===== src/rtl/ram_ctrl.sv =====
// ram_ctrl: single-port synchronous RAM with request handshake, byte-enable writes, registered reads and a clear/fill sweep engine
module ram_ctrl #(
  parameter int DATA_W = 32,
  parameter int ADDR_W = 7
) (
  input  logic                clk,
  input  logic                rst_n,
  input  logic                req_valid,
  output logic                req_ready,
  input  logic                rw,
  input  logic [ADDR_W-1:0]   addr,
  input  logic [DATA_W-1:0]   din,
  input  logic [DATA_W/8-1:0] be,
  output logic [DATA_W-1:0]   out,
  output logic                out_valid,
  input  logic                fill_start,
  input  logic [DATA_W-1:0]   fill_data,
  output logic                busy
);
  typedef enum logic [1:0] {CLEAR, IDLE, FILL} state_t;
  state_t state, state_n;
  logic [ADDR_W-1:0] cnt;
  logic [DATA_W-1:0] fill_q;
  logic [DATA_W-1:0] mem [2**ADDR_W];
  logic acc;
  assign req_ready = state == IDLE;
  assign busy = state != IDLE;
  assign acc = req_valid && req_ready;
  always_comb begin
    state_n = state;
    state_n = state == IDLE ? (fill_start ? FILL : IDLE) : (&cnt ? IDLE : state);
  end
  always_ff @(posedge clk or negedge rst_n) begin
    if (!rst_n) begin
      state <= CLEAR;
      cnt <= '0;
      out <= '0;
      out_valid <= 1'b0;
      fill_q <= '0;
    end else begin
      state <= state_n;
      cnt <= busy ? cnt + ADDR_W'(1) : '0;
      out_valid <= acc && !rw;
      if (acc && !rw) out <= mem[addr];
      if (req_ready && fill_start) fill_q <= fill_data;
    end
  end
  always_ff @(posedge clk) begin
    if (busy) mem[cnt] <= state == FILL ? fill_q : '0;
    else if (acc && rw)
      for (int k = 0; k < DATA_W/8; k++)
        if (be[k]) mem[addr][8*k +: 8] <= din[8*k +: 8];
  end
endmodule


===== config.mk =====
export PLATFORM = sky130hd
export DESIGN_NAME = ram_ctrl
export DESIGN_NICKNAME = d
export VERILOG_FILES = /design/src/rtl/ram_ctrl.sv
export SDC_FILE = /design/constraint.sdc
export NUM_CORES = 2
export LEC_CHECK = 0
export ABC_CLOCK_PERIOD_IN_PS = 3700
export CORE_ASPECT_RATIO = 0.9
export CORE_MARGIN = 2
export CORE_UTILIZATION = 57
export DETAILED_ROUTE_END_ITERATION = 8
export GPL_ROUTABILITY_DRIVEN = 0
export PLACE_DENSITY = 0.79
export SKIP_CTS_REPAIR_TIMING = 1
export SLEW_MARGIN = 10
export SYNTH_ARGS = -nofsm -noshare
export SYNTH_HDL_FRONTEND = slang
export SYNTH_SLANG_ARGS = --single-unit

===== constraint.sdc =====
create_clock -name clk -period 3.7 [get_ports clk]
set_input_delay 0.74 -clock clk [delete_from_list [all_inputs] [get_ports clk]]
set_output_delay 0.74 -clock clk [all_outputs]
set_load 0.01 [all_outputs]

==> impl_results.md <==
* Outcome: finished, violations left
* Failing checks: setup timing
* CTS Sinks at 4170
* Crit path max fanout at 10
* Vias at 91000
* Startpoint Class: flop
* CP arrival at 4.37 ns
* GRT Util Overall at 31.7%
* # port buffers at 114
* Syn_nets at 8073
* Minimum clock period at 3.77 ns
* Top sig layer: met5
* Nets@finish at 9287
* Area taken by multi-input logic gates at 0.0357 mm2
* Area grow syn2layout at 17.3%
* Place WS at -0.342 ns
* Unrepaired setup endpoints after global routing: no
* WP data required at 4.30 ns
* Clock root buffer: clkbuf_16
* Final worst clock skew at 0.0650 ns
* Antenna-violating nets left at 0
* Setup TNS at -1.99 ns
* Cell count after synthesis at 7992
* Lkg Pwr at 62.6 nW
* GRT overflow at 0
* Die height at 511 um
* Metal3 WL at 65600 um
* Die ar. at 0.290 mm2
* Total Power at 94.5 mW
* Worst Path Buf+Inv at 5
* Max-cap violations at 0
* Met2 WL at 211000 um
* Crit end category: flop
* Synth cell count leaders: edfxtp_1 (4096), mux4_2 (768), nor2_1 (601)
* Asr flop ratio synth at 1.77%
* FMAX at 265 MHz
* Reg area at 0.125 mm2
* Core Region at 0.285 mm2
* Synth area leader: edfxtp_1
* Sequential cell area fraction in the yosys report at 76.6%
* DR DRC count at 0
* CP peak stage delay at 0.62 ns
* First-pass GRT wire length at 660000 um
* Register bit total from synthesis at 4170
* Max transition margin at 17.1%
* Most frequent cell after synthesis: edfxtp_1
* DP HPWL at 289000 um
* Num rows at 186
* Share of layout cells above drive strength 1 at 30.2%
* Hold Fails Final Rpt at 0
* Antenna violations before repair at 24
* Fin crit share at 102%
* Layout fillers at 16500
* # IOs at 115
* CTS Buffer Depth at 4
* Routed Wire Length at 462000 um
* Via/cell ratio at 6.85
* Slew Viols, Final at 0
* Vias in the first global route at 92300
* Starting density of the core at 57.2%
* Synth Cell Area at 0.163 mm2
* Mean post-synth cell area at 20.4 um2
* CP Class: reg2reg
* Maximum vdd ir drop at 457 uV
* First-pass detailed-route iteration total at 6
* Clk pin slew, worst setup/hold paths at 0.07 ns
* Ranking of synthesized cells by area: edfxtp_1 (76%), mux4_2 (11%), mux2i_1 (3.6%)
* Worst min path class: in2reg
* Worst slew pin tran at 1.21 ns
* Final number of setup-violating endpoints at 80
* WL per Instance at 34.7 um
* Post-synthesis cell type count at 57
* Largest net degree at the start of global routing at 77
* Clock Latency Late Sink at 0.94 ns
* Met1 WL at 155000 um
* Final worst slack at -0.0700 ns
* CP max stage cell: nor3_4
* Die Wd at 568 um
* Kind of cell adding the most delay to the critical path: simple AND/OR/NAND/NOR gates
* Area share of the largest cell type after synthesis at 75.5%
* TritonCTS buffer count at 382
* Crit-path cells: nor2b_2 -> inv_2 -> nor3_4 -> buf_4 -> buf_4 -> nand3_1 -> o41ai_2 -> buf_4 -> nand2_1 -> nor2_1 -> buf_4
* CTS tree: built
* Ys Warns at 0
* Dominant synthesized flop cell: edfxtp_1
* Power Density at 495 mW/mm2
* CP most frequent cell: buf_4
* Initial drt markers at 15500
* H-tree level count at 5
* Post-synth EDFFs at 4096
## metrics by stage
step	area (um2)	hold WS [ns]	std cells	utilization [%]
after floorplan	163000	0.444	7992	-
after global placement	178000	0.486	12600	62.7
after detailed placement	178000	0.500	12600	62.7
after CTS	191000	-0.0795	13300	67.1
after global routing	191000	0.411	13300	67.1
final	191000	0.426	13300	67.1
## per-layer routing
metal / GRT usage, % / vias up
li1: - / 35500
met1: 42.2 / 46500
met2: 48.2 / 7555
met3: 8.66 / 1497
met4: 16.8 / 18
met5: 0 / -
## cell type report
cell class | count | area share [%]
tap | 3760 | 2.46
antenna | 18 | 0.0236
multi-input combinational | 3309 | 18.7
clock buffer | 449 | 5.22
sequential | 4170 | 65.3
inverter | 22 | 0.0484
clock inverter | 249 | 1.35
timing repair buffer | 1321 | 6.87
## placed cells by master (no fill, tap or decap), types with 185 or more instances in the layout
cell,synthesis,final
buf_12,2,233
buf_4,64,976
clkbuf_16,0,386
edfxtp_1,4096,4096
mux2_2,208,208
mux2i_1,592,592
mux4_2,768,768
nand2_1,192,185
nor2_1,601,583
o22ai_1,207,207
## where the power goes
group / total [mW] / internal [mW] / leakage (nW) / switching [mW]
Combinational: 3.36 / 1.34 / 19.2 / 2.02
Clock: 40.1 / 22.5 / 6.16 / 17.6
Sequential: 51.0 / 51.0 / 37.2 / 0
## state kept, by name, indices dropped and copies added (netlist names)
name / flops
cnt: 7
fill_q: 32
mem: 4096
out: 32
out_valid: 1
state: 2
## kinds of logic (layout without fill, tap and decap cells)
group                    count (synthesis)  count (layout)  share of synthesized area [%]
AO/OA/AOI/OAI                          786             786                           3.48
XOR/XNOR                                 4               4                         0.0215
adder cells (fa/ha/maj)                  1               1                        0.00768
buffers and inverters                  513            2041                           1.78
flip-flops                            4170            4170                           76.6
multiplexers                          1568            1568                           15.7
other                                    0              18                              0
AND/OR/NAND/NOR                        950             950                           2.37
## final timing paths
check | from | end | cells past startpoint | slack, ns
worst max-delay path | state[0] | mem[66][2] | 11 | -0.07
worst min-delay path | fill_data[31] | fill_q[31] | 2 | 0.43
worst max register to register | state[0] | mem[66][2] | 11 | -0.07
worst min register to register | out[8] | out[8] | 2 | 0.52
max in group asynchronous | rst_n | out[15] | 3 | 2.35
min in group asynchronous | rst_n | out[29] | 2 | 0.48
No activity file was read; power rests on OpenSTA's default activity.
